## src/rtl/corner_pkg.sv

```systemverilog
// -----------------------------------------------------------------------------
// corner_pkg
//   Shared types and helpers for the corner locator.
//   - coord_t  : 10-bit row or column coordinate.
//   - addr_t   : packed {row, col} pixel address, 20 bits.
//   - state_t  : frame FSM states (SCAN, REPORT).
//   - stage1_t : classified pixel as registered by marker_classifier.
//   - diag_sum / diag_diff : corner metrics s = row+col and d = row-col.
// -----------------------------------------------------------------------------
package corner_pkg;

    localparam int CNT_W = 20;

    typedef logic [9:0] coord_t;

    typedef struct packed {
        coord_t row;
        coord_t col;
    } addr_t;

    typedef enum logic [0:0] {
        SCAN   = 1'b0,
        REPORT = 1'b1
    } state_t;

    typedef struct packed {
        logic  valid;
        logic  marker;
        logic  last;
        addr_t pos;
    } stage1_t;

    // Anti-diagonal metric: smallest at the upper-left, largest at the lower-right.
    function automatic logic [10:0] diag_sum(input addr_t a);
        return {1'b0, a.row} + {1'b0, a.col};
    endfunction

    // Diagonal metric: most negative at the upper-right, largest at the lower-left.
    // The range -799..599 fits an 11-bit two's-complement value.
    function automatic logic signed [10:0] diag_diff(input addr_t a);
        return signed'({1'b0, a.row} - {1'b0, a.col});
    endfunction

endpackage

```

## src/rtl/marker_classifier.sv

```systemverilog
// -----------------------------------------------------------------------------
// marker_classifier
//   Stage 1 of the corner locator: thresholds one RGB pixel and registers the
//   result together with its raster position and an end-of-frame flag.
//
//   Ports:
//     i_clk       system clock
//     i_rst       asynchronous reset, active-high
//     i_valid     pixel strobe
//     i_cam_data  {2'b0, R[29:20], G[19:10], B[9:0]}
//     i_pos       raster position of the pixel on i_cam_data
//     o_s1        registered {valid, marker, last, pos}
// -----------------------------------------------------------------------------
module marker_classifier
    import corner_pkg::*;
#(
    parameter int         H_ACTIVE = 800,
    parameter int         V_ACTIVE = 600,
    parameter logic [9:0] R_MIN    = 10'd600,
    parameter logic [9:0] G_MAX    = 10'd300,
    parameter logic [9:0] B_MAX    = 10'd300
) (
    input  logic        i_clk,
    input  logic        i_rst,
    input  logic        i_valid,
    input  logic [31:0] i_cam_data,
    input  addr_t       i_pos,
    output stage1_t     o_s1
);

    logic [9:0] red;
    logic [9:0] green;
    logic [9:0] blue;
    logic       is_marker;
    logic       is_last;
    logic       unused_pad_bits;

    assign red   = i_cam_data[29:20];
    assign green = i_cam_data[19:10];
    assign blue  = i_cam_data[9:0];

    // The top two bits of the camera word are padding.
    assign unused_pad_bits = ^i_cam_data[31:30];

    assign is_marker = (red >= R_MIN) && (green <= G_MAX) && (blue <= B_MAX);
    assign is_last   = (i_pos.row == coord_t'(V_ACTIVE - 1)) &&
                       (i_pos.col == coord_t'(H_ACTIVE - 1));

    // NOTE: sequential state is written with <= so every register samples the
    //       pre-edge values; = here would make results depend on block order.
    always_ff @(posedge i_clk or posedge i_rst) begin
        if (i_rst) begin
            o_s1 <= '0;
        end else begin
            o_s1.valid  <= i_valid;
            o_s1.marker <= is_marker;
            o_s1.last   <= i_valid && is_last;
            o_s1.pos    <= i_pos;
        end
    end

endmodule

```

## src/rtl/corner_locator.sv

```systemverilog
// -----------------------------------------------------------------------------
// corner_locator
//   Classifies camera pixels as marker / non-marker, tracks the four extreme
//   marker pixels of each frame and publishes them with a one-cycle pulse at
//   end of frame for the overlay stage.
//
//   Ports:
//     i_clk         system clock
//     i_rst         asynchronous reset, active-high
//     i_valid       pixel strobe; the raster advances only when set
//     i_cam_data    {2'b0, R[29:20], G[19:10], B[9:0]}
//     i_pause       hold the reported corners (sampled in the REPORT cycle)
//     o_addr_valid  one-cycle pulse: new corner set and enable on outputs
//     o_enable      marker found in the last reported frame
//     o_ul_addr     {row, col} upper-left corner
//     o_ur_addr     {row, col} upper-right corner
//     o_dl_addr     {row, col} lower-left corner
//     o_dr_addr     {row, col} lower-right corner
// -----------------------------------------------------------------------------
module corner_locator
    import corner_pkg::*;
#(
    parameter int         H_ACTIVE   = 800,
    parameter int         V_ACTIVE   = 600,
    parameter logic [9:0] R_MIN      = 10'd600,
    parameter logic [9:0] G_MAX      = 10'd300,
    parameter logic [9:0] B_MAX      = 10'd300,
    parameter int         MIN_PIXELS = 16
) (
    input  logic        i_clk,
    input  logic        i_rst,
    input  logic        i_valid,
    input  logic [31:0] i_cam_data,
    input  logic        i_pause,
    output logic        o_addr_valid,
    output logic        o_enable,
    output logic [19:0] o_ul_addr,
    output logic [19:0] o_ur_addr,
    output logic [19:0] o_dl_addr,
    output logic [19:0] o_dr_addr
);

    localparam logic [CNT_W-1:0] CNT_MAX = '1;
    localparam logic [CNT_W-1:0] CNT_MIN = CNT_W'(MIN_PIXELS);

    addr_t             pos;
    stage1_t           s1;
    state_t            state;
    state_t            state_d;

    logic              seen_q;
    addr_t             ul_q;
    addr_t             ur_q;
    addr_t             dl_q;
    addr_t             dr_q;
    logic [CNT_W-1:0]  count_q;

    logic              base_seen;
    addr_t             base_ul;
    addr_t             base_ur;
    addr_t             base_dl;
    addr_t             base_dr;
    logic [CNT_W-1:0]  base_count;

    logic              seen_d;
    addr_t             ul_d;
    addr_t             ur_d;
    addr_t             dl_d;
    addr_t             dr_d;
    logic [CNT_W-1:0]  count_d;

    logic              enable_now;

    // ---------------------------------------------------------------- raster
    always_ff @(posedge i_clk or posedge i_rst) begin
        if (i_rst) begin
            pos <= '0;
        end else if (i_valid) begin
            if (pos.col == coord_t'(H_ACTIVE - 1)) begin
                pos.col <= '0;
                pos.row <= (pos.row == coord_t'(V_ACTIVE - 1)) ? '0 : pos.row + 1'b1;
            end else begin
                pos.col <= pos.col + 1'b1;
            end
        end
    end

    // --------------------------------------------------------------- stage 1
    marker_classifier #(
        .H_ACTIVE (H_ACTIVE),
        .V_ACTIVE (V_ACTIVE),
        .R_MIN    (R_MIN),
        .G_MAX    (G_MAX),
        .B_MAX    (B_MAX)
    ) u_classifier (
        .i_clk      (i_clk),
        .i_rst      (i_rst),
        .i_valid    (i_valid),
        .i_cam_data (i_cam_data),
        .i_pos      (pos),
        .o_s1       (s1)
    );

    // --------------------------------------------------- stage 2 accumulation
    always_comb begin
        // NOTE: every variable gets a default before any branch so no path
        //       leaves one unassigned, which would infer a latch.
        base_seen  = seen_q;
        base_ul    = ul_q;
        base_ur    = ur_q;
        base_dl    = dl_q;
        base_dr    = dr_q;
        base_count = count_q;

        // The REPORT cycle drops the finished frame, but a pixel arriving in
        // that same cycle is the first of the new frame and is merged below.
        if (state == REPORT) begin
            base_seen  = 1'b0;
            base_ul    = '0;
            base_ur    = '0;
            base_dl    = '0;
            base_dr    = '0;
            base_count = '0;
        end

        seen_d  = base_seen;
        ul_d    = base_ul;
        ur_d    = base_ur;
        dl_d    = base_dl;
        dr_d    = base_dr;
        count_d = base_count;

        if (s1.valid && s1.marker) begin
            seen_d = 1'b1;
            if (!base_seen) begin
                ul_d = s1.pos;
                ur_d = s1.pos;
                dl_d = s1.pos;
                dr_d = s1.pos;
            end else begin
                // Strict compares keep the earliest pixel in raster order on ties.
                if (diag_sum(s1.pos)  < diag_sum(base_ul))  ul_d = s1.pos;
                if (diag_sum(s1.pos)  > diag_sum(base_dr))  dr_d = s1.pos;
                if (diag_diff(s1.pos) < diag_diff(base_ur)) ur_d = s1.pos;
                if (diag_diff(s1.pos) > diag_diff(base_dl)) dl_d = s1.pos;
            end
            if (base_count != CNT_MAX) begin
                count_d = base_count + 1'b1;
            end
        end
    end

    always_ff @(posedge i_clk or posedge i_rst) begin
        if (i_rst) begin
            seen_q  <= 1'b0;
            ul_q    <= '0;
            ur_q    <= '0;
            dl_q    <= '0;
            dr_q    <= '0;
            count_q <= '0;
        end else begin
            seen_q  <= seen_d;
            ul_q    <= ul_d;
            ur_q    <= ur_d;
            dl_q    <= dl_d;
            dr_q    <= dr_d;
            count_q <= count_d;
        end
    end

    // -------------------------------------------------------------------- FSM
    always_comb begin
        state_d = SCAN;
        if (state == SCAN && s1.valid && s1.last) begin
            state_d = REPORT;
        end
    end

    always_ff @(posedge i_clk or posedge i_rst) begin
        if (i_rst) begin
            state <= SCAN;
        end else begin
            state <= state_d;
        end
    end

    // ---------------------------------------------------------------- outputs
    // In the REPORT cycle the accumulators still hold the finished frame.
    assign enable_now = (count_q >= CNT_MIN);

    always_ff @(posedge i_clk or posedge i_rst) begin
        if (i_rst) begin
            o_addr_valid <= 1'b0;
            o_enable     <= 1'b0;
            o_ul_addr    <= '0;
            o_ur_addr    <= '0;
            o_dl_addr    <= '0;
            o_dr_addr    <= '0;
        end else begin
            o_addr_valid <= 1'b0;
            if (state == REPORT && !i_pause) begin
                o_addr_valid <= 1'b1;
                o_enable     <= enable_now;
                if (enable_now) begin
                    o_ul_addr <= ul_q;
                    o_ur_addr <= ur_q;
                    o_dl_addr <= dl_q;
                    o_dr_addr <= dr_q;
                end
            end
        end
    end

endmodule

```

## config.mk

```make
export PLATFORM = sky130hd
export DESIGN_NAME = corner_locator
export DESIGN_NICKNAME = d
export VERILOG_FILES = /design/src/rtl/corner_pkg.sv /design/src/rtl/marker_classifier.sv /design/src/rtl/corner_locator.sv
export SDC_FILE = /design/constraint.sdc
export NUM_CORES = 1
export LEC_CHECK = 0
export ABC_AREA = 1
export ABC_CLOCK_PERIOD_IN_PS = 6750
export BUFFER_PORTS_ARGS = -buffer_cell sky130_fd_sc_hd__buf_2
export CAP_MARGIN = 10
export CORE_MARGIN = 3
export CORE_UTILIZATION = 43
export CTS_BUF_LIST = sky130_fd_sc_hd__clkbuf_8 sky130_fd_sc_hd__clkbuf_16
export DETAILED_ROUTE_END_ITERATION = 8
export GPL_TIMING_DRIVEN = 1
export HOLD_SLACK_MARGIN = 0.06
export PLACE_DENSITY_LB_ADDON = 0.25
export SLEW_MARGIN = 10
export SYNTH_ARGS = -nofsm -noshare
export SYNTH_HDL_FRONTEND = slang
export SYNTH_SLANG_ARGS = --single-unit
export TNS_END_PERCENT = 20
```

## constraint.sdc

```tcl
create_clock -name i_clk -period 6.75 [get_ports i_clk]
set_input_delay 0 -clock i_clk [delete_from_list [all_inputs] [get_ports i_clk]]
set_output_delay 0 -clock i_clk [all_outputs]
set_load 0.1 [all_outputs]
```

; ---- Word-level counts from Yosys, hierarchy flattened
; Cells that the tools add are included.
[classes]
muxes = 25
n_addsub = 9
reduce_logical = 11
n_eq_ne = 3
bitwise = 1
order_cmp = 8
[ops]
columns = operator, count
row1 = $mux 20, 19
row2 = $add 10x10->11, 3
row3 = $sub 10x10->11, 3
row4 = $gt 11x11->1, 2
row5 = $lt 11x11->1, 2
row6 = $add 10x1->10 const B, 2
row7 = $add 20x1->20 const B, 1
row8 = $eq 10x10->1 const B, 2
row9 = $ge 20x5->1 const B, 1
row10 = $le 10x9->1 const B, 2
row11 = $mux 10, 2
row12 = $ne 20x20->1 const B, 1
row13 = $ge 10x10->1 const B, 1
row14 = $logic_and 1x1->1, 8
row15 = $mux 1, 4
row16 = $reduce_and 2->1, 2
row17 = $logic_not 1->1, 1
row18 = $not 1->1, 1
[totals]
regBits = 227
in_bits = 36
word_cells = 81
out_inout_bits = 82

; ---- Depth between registers and ports, before layout
; Gate-level depths: netlist of run 1.
[depth]
word_depth = 6
ltp_mapped = 30
mapped_depth_nobuf = 26

; ---- Hierarchy
; Synthesis of run 1 repeated with hierarchy kept, for this count alone.
[hier_totals]
cells_unflattened = 1742
hier_area_um2 = 13715.7
[by_module_without_submodules]
columns = module, area_each_um2, cells_each, seq_area_each_um2, n_inst
row1 = corner_locator, 12889.9, 1661, 5104.9, 1
row2 = marker_classifier, 825.8, 81, 575.6, 1

; ---- Worst setup path after synthesis of run 1
; No wires, ideal clock.
[synth_path]
path_kind = reg-to-reg
startpoint = reg state
endpoint = reg dl_q[10] in the netlist's numbering
t_required_ps = 6633
n_path_buf = 6
t_arrival_ps = 3592
path_slack_ps = 3041
stages_incl_launch_ff = 30
period_less_slack_ps = 3709
setup_time_ps = 117
cell_sequence = dfrtp_1 buf_6 inv_8 buf_8 buf_2 buf_1 nand2_1 ha_1 fa_1 inv_1 nand2_1 nand2_2 inv_1 o21ai_2 inv_1 nand2_1 nand2_1 ha_1 nand2_1 nor2_1 and2_1 nand2_1 nand3_1 nand2_1 nand3_1 buf_4 buf_6 nand3_1 nand3_1 nand2_1
[synth_rtl]
columns = element, line
row1 = start: declaration, corner_locator.sv:48  ; state_t state;
row2 = start signal: assignment, corner_locator.sv:183  ; state <= state_d;
row3 = end signal: assignment, corner_locator.sv:165  ; dl_q <= dl_d;
row4 = end: declaration, corner_locator.sv:54  ; addr_t dl_q;

==> summary.txt, run 1 <==
Timing
  • Fin. Hold Viols: 0
  • Tcrit/Tclk final: 74.4%
  • Setup violators final: 0
  • Highest Clock Rate: 199 MHz
  • Unrepaired setup endpoints after global routing: no
  • Final min period: between 5000 and 6000 ps
  • Max-slew violation count: 0
  • Tightest Pin Transition: 1010 ps
  • Max-slew headroom: 32.3%
  • Clk_skew: around 11 ps
  • Setup TNS: 0 ps

Die
  • Io pins: about 120
  • Core area: 30800 um2
  • Row Count: 64
  • DIE AREA: 33600 um2
  • Die height: 183 um
  • Initial core utilization: 43.9%
  • Die width: about 180 um

Pwr
  • Pwr dens: 444 nW/um2
  • Net Sw Frac: 44.9%
  • Logic pwr share: 53.6%
  • Peak supply drop: around 270 uV
  • Power share of the clock group: 20.7%
  • Leakage power: 8.08 nW
  • Net Sw Power: 3.04 mW
  • P_int: 3.74 mW
  • Sequential share of power: 25.6%

Cells and area
  • Finished Core Util: 49.6%
  • Fill count: 3010
  • Ant diodes: 0
  • Final #Nets: 1957
  • Area grow syn2layout: 13.0%
  • Fraction of layout cells with a size suffix above 1: 10.3%
  • Final Non-Filler Cells: ~2200

Routing
  • Drt first pass iters: 6
  • DR WL/cell: 15.8 um
  • Routed WL: between 30000 and 40000 um
  • Via count: 11413
  • Detail Route Antenna Nets: 0
  • Iter 0 DRT Violations: 851
  • # DRC: 0
  • Drt via density: 5.13

Critical path
  • Crit Path Class: flip-flop to flip-flop
  • Data required time at the worst endpoint: 7170 ps
  • Origin of the worst setup path: state
  • Cell family with most CP delay: simple AND/OR/NAND/NOR gates
  • Worst path max stage delay: 1000 ps
  • CP Max Fanout: 46
  • Crit start category: flip-flop
  • Most frequent CP cell: nor2_1
  • Worst path slowest cell: dfrtp_2
  • CP endpoint: ul_q[4]
  • Worst path arrival time: 5440 ps
  • Reg2reg path depth: 18
  • Worst path bufs/invs: 2
  • Crit-path cells: buf_4 -> buf_4 -> nor2_1 -> ha_1 -> a21oi_1 -> o21ai_0 -> a21oi_1 -> nor2_1 -> nor2_1 -> xor2_1 -> ha_1 -> nand4_1 -> nor2_1 -> nand4_1 -> nand3_1 -> nand2_1 -> nand2_1 -> o21ai_0
  • Worst r2r src: state
  • Reg2reg end: ul_q[4]
  • Crit end category: flip-flop
  • Stages on worst setup path: 18
  • R2R setup slack: 1730 ps

Synthesis
  • Register area share after synthesis: 42.0%
  • Synth Warn #: 0
  • Synth unique cells: between 40 and 50
  • Post-synth ARST share: 100%
  • Synthesized flop and latch total: 227
  • Mapped Area: around 14000 um2
  • Synth top area share: 42.0%
  • Post-synth top area cell: dfrtp_1
  • Ys flop type: dfrtp_1
  • Synth area leaders: dfrtp_1 42%, nand2_1 11%, ha_1 9.7%
  • Synthesized instance count: 1717
  • Post-synth EDFFs: 0
  • Syn avg cell area: 7.88 um2
  • Syn Nets: 1864

Global routing
  • Grt ovf: 0
  • Number of global-route vias before repair: 11160
  • First-pass GRT wire length: between 50000 and 60000 um
  • Initial antenna violation count: 0
  • GRT Resource Usage Total: 21.1%
  • Largest net degree at the start of global routing: 103

Clock network
  • Clk sinks: 227
  • Clock Path Buffers: 3
  • Reg clk slew, reported paths: 60 ps
  • TritonCTS clock tree: yes
  • Post-CTS sizing: 0
  • Clock root buffer: clkbuf_16
  • Latest clock arrival within the worst-skew pair: 520 ps
  • Inserted Clock Buffers: 25
  • CTS H-tree depth: 1

Flow run
  • Max-capacitance violation count: 0

Place
  • Detail Placement HPWL: ~25000 um
  • DP Cell Count: 2174
  • Gpl congestion: between 0.9 and 1
  • Port Buffers: roughly 110

Min path
  • Hold Path Class: input port to asynchronous set/reset pin

Status
  • Status: complete, no violations
-- sequential cells by signal, indices dropped and copies added, names as in the netlist, 20 cells and up --
name               count
count_q               20
dl_q                  20
dr_q                  20
o_dl_addr             20
o_dr_addr             20
o_ul_addr             20
o_ur_addr             20
pos                   20
u_classifier.o_s1     23
ul_q                  20
ur_q                  20
-- worst min path at each step --
stage                     slack (ps)           start                     to  cells past startpoint
after floorplan                   30         i_valid  u_classifier.o_s1[22]                      0
after global placement           180           i_rst          o_ul_addr[18]                      2
after detailed placement         180  i_cam_data[19]  u_classifier.o_s1[21]                      2
after CTS                        170           i_rst          o_ul_addr[18]                      3
after global routing             210         i_pause           o_addr_valid                      3
final                            160           i_rst          o_ul_addr[18]                      3
-- per-layer routing --
metal	vias to the layer above	share of wire, %	GRT usage, %
met5	-	0	0
met4	0	3.0	6.31
met3	61	5.0	3.03
met2	267	45	34.7
met1	5347	47	29.0
li1	5738	-	-
-- worst register-to-register path, delay by kind of cell (launching register included) --
family / cells / cell delay [ps]
AND/OR/NAND/NOR: 9 / 1480
flip-flops: 1 / 1000
AO/OA/AOI/OAI: 4 / 840
buffers and inverters: 2 / 810
adder cells (fa/ha/maj): 2 / 620
XOR/XNOR: 1 / 180
-- cell families (layout without fill, tap and decap cells) --
kind of cell	after synthesis	after routing	share of synthesized area, %
AND/OR/NAND/NOR	727	727	22.8
flip-flops	227	227	42.0
XOR/XNOR	70	70	4.53
adder cells (fa/ha/maj)	111	111	10.6
AO/OA/AOI/OAI	293	293	11.5
buffers and inverters	289	400	8.59
-- Yosys cell counts, types with 2 or more instances --
master,number
o21bai_1,6
nor3_1,19
dfrtp_1,227
fa_1,6
a21o_1,6
a21boi_0,2
nand2_2,3
a31oi_1,2
o21ai_0,184
nor2_2,5
o31ai_1,5
nor2_4,3
xor2_1,48
nand4_1,31
nand3b_1,2
o211ai_1,2
buf_6,3
clkbuf_1,31
nor2_1,161
inv_1,227
buf_2,22
nor3b_1,3
a21oi_1,77
nand3_1,99
xnor2_1,22
nand2_4,3
buf_4,2
nand2_1,388
nor4_1,5
ha_1,105
-- metrics by stage --
stage	instance area [um2]	power, mW	hold WS, ps	worst slack [ps]
global placement	14400	5.26	175	1760
CTS	15300	6.83	173	1710
global route	15300	7.46	214	1110
floorplan	13500	4.51	31.4	530
detailed placement	14400	5.37	178	1730
finish	15300	6.79	162	1730
-- power groups by stage --
stage	Clock, mW	Combinational (mW)	Sequential, mW
2_1_floorplan	0	2.79	1.72
3_3_place_gp	0	3.51	1.75
3_5_place_dp	0	3.60	1.76
4_1_cts	1.45	3.63	1.74
5_1_grt	1.51	4.18	1.77
6_report	1.41	3.64	1.74
-- placed cells by master (no fill, tap or decap), types with 2 or more instances in the layout --
cell type,count
nand3_1,99
nand2_2,3
ha_1,105
clkinv_2,7
dlygate4sd3_1,5
clkinv_4,3
nor3b_1,3
nand2_4,4
a21boi_0,2
clkbuf_16,25
dfrtp_1,226
clkbuf_8,5
o21bai_1,6
inv_8,2
a31oi_1,2
o211ai_1,2
fa_1,6
a21oi_1,77
inv_1,227
nand3b_1,2
nor4_1,5
nor2_1,161
buf_4,9
xor2_1,48
nor2_4,3
nand4_1,31
nand2_1,387
bufinv_16,3
buf_2,112
xnor2_1,22
a21o_1,6
o21ai_0,184
o31ai_1,5
nor3_1,19
nor2_2,5
-- cell type report --
type,instances,area [um2],area share [%]
Multi-Input combinational cell,1201,6690,43.8
Clock inverter,15,164,1.07
Timing Repair Buffer,126,678,4.44
Inverter,229,875,5.72
Sequential cell,227,5680,37.2
Tap cell,396,495,3.24
Clock buffer,30,694,4.55
-- timing repair --
| item | CTS | global route |
|---|---|---|
| hold buffers | 5 | 0 |
| endpoints found under the hold margin | 115 | 0 |
| buffers inserted | 0 | 0 |
Note: power is estimated with default switching activity, not from simulation.
==> run 2, diff against run 1 <==
--- a/config.mk
+++ b/config.mk
@@ -6,7 +6,7 @@
 export NUM_CORES = 1
 export LEC_CHECK = 0
 export ABC_AREA = 1
-export ABC_CLOCK_PERIOD_IN_PS = 6750
+export ABC_CLOCK_PERIOD_IN_PS = 5150
 export BUFFER_PORTS_ARGS = -buffer_cell sky130_fd_sc_hd__buf_2
 export CAP_MARGIN = 10
 export CORE_MARGIN = 3
==> constraint.sdc (replaced) <==
create_clock -name i_clk -period 5.15 [get_ports i_clk]
set_input_delay 0 -clock i_clk [delete_from_list [all_inputs] [get_ports i_clk]]
set_output_delay 0 -clock i_clk [all_outputs]
set_load 0.1 [all_outputs]
==> run 2 against run 1 <==
Effect of this change:
- worst setup slack got worse by 890 ps
- largest cell class unchanged
- non-clock buffer count rose by 4
- flip-flop and latch count did not move
- clock skew rose by 3.7 ps
- design area rose by 0.56%
- combinational power rose by 32%
- critical endpoint is now ul_q[17]
==> summary.txt, run 2 (synthesis gave the netlist of run 1 again) <==
Status
  • Status: complete, no violations

Clock network
  • Clk sinks: 227 (unchanged)
  • Latest clock arrival within the worst-skew pair: 540 ps (+20 ps)
  • Reg clk slew, reported paths: 60 ps (about the same)
  • Postcts setup bufs: 0 (unchanged)
  • Inserted Clock Buffers: 26 (+4.0%)
  • Clock root buffer: clkbuf_16
  • TritonCTS clock tree: yes
  • CTS H-tree depth: 1 (unchanged)
  • Clock Path Buffers: 3 (unchanged)

Die
  • Die width: 183 um (unchanged)
  • Core area: 30800 um2 (unchanged)
  • Initial core utilization: 43.9% (unchanged)
  • DIE AREA: 33600 um2 (unchanged)
  • Io pins: 118 (unchanged)
  • Die height: 183 um (unchanged)
  • Row Count: 64 (unchanged)

Timing
  • Highest Clock Rate: 232 MHz (+17%)
  • Max-slew violation count: 0 (unchanged)
  • Final min period: 4310 ps (-715 ps)
  • Hold_ws: 153 ps (-9.18 ps)
  • Unrepaired setup endpoints after global routing: no
  • Setup TNS: 0 ps (unchanged)
  • Fin. Hold Viols: 0 (unchanged)
  • Max-slew headroom: 39.7% (+7.4 points)
  • Clk_skew: 14.9 ps (+3.65 ps)
  • Tcrit/Tclk final: 83.6% (+9.2 points)
  • Setup WS post-layout: 845 ps (-885 ps)
  • Setup violators final: 0 (unchanged)
  • Tightest Pin Transition: 904 ps (-110 ps)

Place
  • Gpl congestion: 0.906 (-0.72%)
  • Place WS: 951 ps (-777 ps)
  • Port Buffers: 112 (unchanged)
  • Detail Placement HPWL: 25500 um (about the same)

Routing
  • Via count: 11405 (-0.070%)
  • Drt first pass iters: 5 (-1)
  • DR WL/cell: 15.8 um (+0.18%)
  • Iter 0 DRT Violations: 675 (-21%)
  • # DRC: 0 (unchanged)
  • Routed WL: 35300 um (+0.49%)
  • Detail Route Antenna Nets: 0 (unchanged)
  • Drt via density: 5.11 (-0.38%)

Pwr
  • Sequential share of power: 25.3% (-0.3 points)
  • Peak supply drop: 313 uV (+16%)
  • Net Sw Power: 4.04 mW (+33%)
  • Net Sw Frac: 44.9% (about the same)
  • Pwr dens: 586 nW/um2 (+32%)
  • Leakage power: 8.12 nW (+0.50%)
  • P_int: 4.97 mW (+33%)
  • Power share of the clock group: 21.3% (+0.6 points)
  • Logic pwr share: 53.4% (-0.2 points)
  • Power Total: 9.01 mW (+33%)

Cells and area
  • Area grow syn2layout: 13.6%
  • Fraction of layout cells with a size suffix above 1: 10.6% (+0.29 points)
  • Most common cell after layout, fill and taps aside: nand2_1
  • Largest register FFs: 23 (unchanged)
  • Fill count: 3024 (+0.47%)
  • Final #Nets: 1962 (+0.26%)
  • Finished Core Util: 49.8% (+0.28 points)
  • Ant diodes: 0 (unchanged)
  • Top reg by flops: u_classifier.o_s1
  • Most frequent cells in the layout: 387 x nand2_1, 228 x inv_1, 226 x dfrtp_1

Critical path
  • Worst path arrival time: 4730 ps (-710 ps)
  • Data required time at the worst endpoint: 5580 ps (-1590 ps)
  • Crit end category: flip-flop
  • Crit Path Class: flip-flop to flip-flop
  • CP Max Fanout: 24 (-48%)
  • Crit start category: flip-flop

Min path
  • Hold Path Class: input port to asynchronous set/reset pin

Global routing
  • First-pass GRT wire length: 57600 um (about the same)
  • GRT Resource Usage Total: 21.2% (+0.11 points)
  • Largest net degree at the start of global routing: 116 (+13%)
  • Initial antenna violation count: 1 (+1)
  • Number of global-route vias before repair: 11229 (+0.62%)
  • Grt ovf: 0 (unchanged)

Flow run
  • Max-capacitance violation count: 0 (unchanged)
## run 2: metal layers
metal	vias to the layer above	share of wire, %	track usage (%)
li1	5742	-	-
met1	5336	46	29.1
met2	270	46	35.1
met3	57	4.9	2.72
met4	0	3.2	6.58
met5	-	0	0
## run 2: path summary, 6_finish.rpt
path	from	end	slack (ps)	cells past startpoint
worst max-delay path	u_classifier.o_s1[5]	ul_q[17]	840	16
worst min-delay path	i_rst	o_ul_addr[8]	150	3
worst max register to register	u_classifier.o_s1[5]	ul_q[17]	840	16
worst min register to register	pos[10]	u_classifier.o_s1[10]	420	0
max in group asynchronous	i_rst	o_ur_addr[12]	3880	4
min in group i_clk	i_pause	o_addr_valid	190	3
## run 2: repair_timing
item | CTS | global route
hold endpoints to repair | 47 | 0
hold buffers | 5 | 0
gates resized for setup | 0 | 0
## run 2: per-stage QoR
stage | std cells | cell area [um2]
after CTS | 2231 | 15400
final | 2231 | 15400
after global placement | 2178 | 14400
after floorplan | 1717 | 13500
after global routing | 2231 | 15400
after detailed placement | 2178 | 14400
## run 2: power groups by stage
stage                     logic [mW]  registers, mW  clock network [mW]
after floorplan                 3.65           2.26                   0
after global placement          4.63           2.30                   0
after detailed placement        4.76           2.31                   0
after CTS                       4.79           2.28                1.96
after global routing            5.55           2.32                2.04
final                           4.82           2.28                1.92
## run 2: final cells by class
cell class	count	area [um2]	share of cell area, %
flip-flops and latches	227	5680	37.0
repair buffers	130	733	4.77
multi-input cells	1201	6690	43.5
clock buffers	30	717	4.67
well taps	396	495	3.22
clock inverters	18	176	1.15
inverters	229	871	5.67
## run 2: critical path: stages (launching register included)
cell and delay [ps]:
dfrtp_1 400, inv_1 360, ha_1 410, inv_1 150, a21oi_1 80, o311ai_0 520, nand2_1 120, a21oi_1 330
ha_1 320, nand2_1 80, inv_1 40, nor3_1 170, nand3_1 90, nand2_1 60, buf_4 240, nand2_1 450
o21ai_0 370
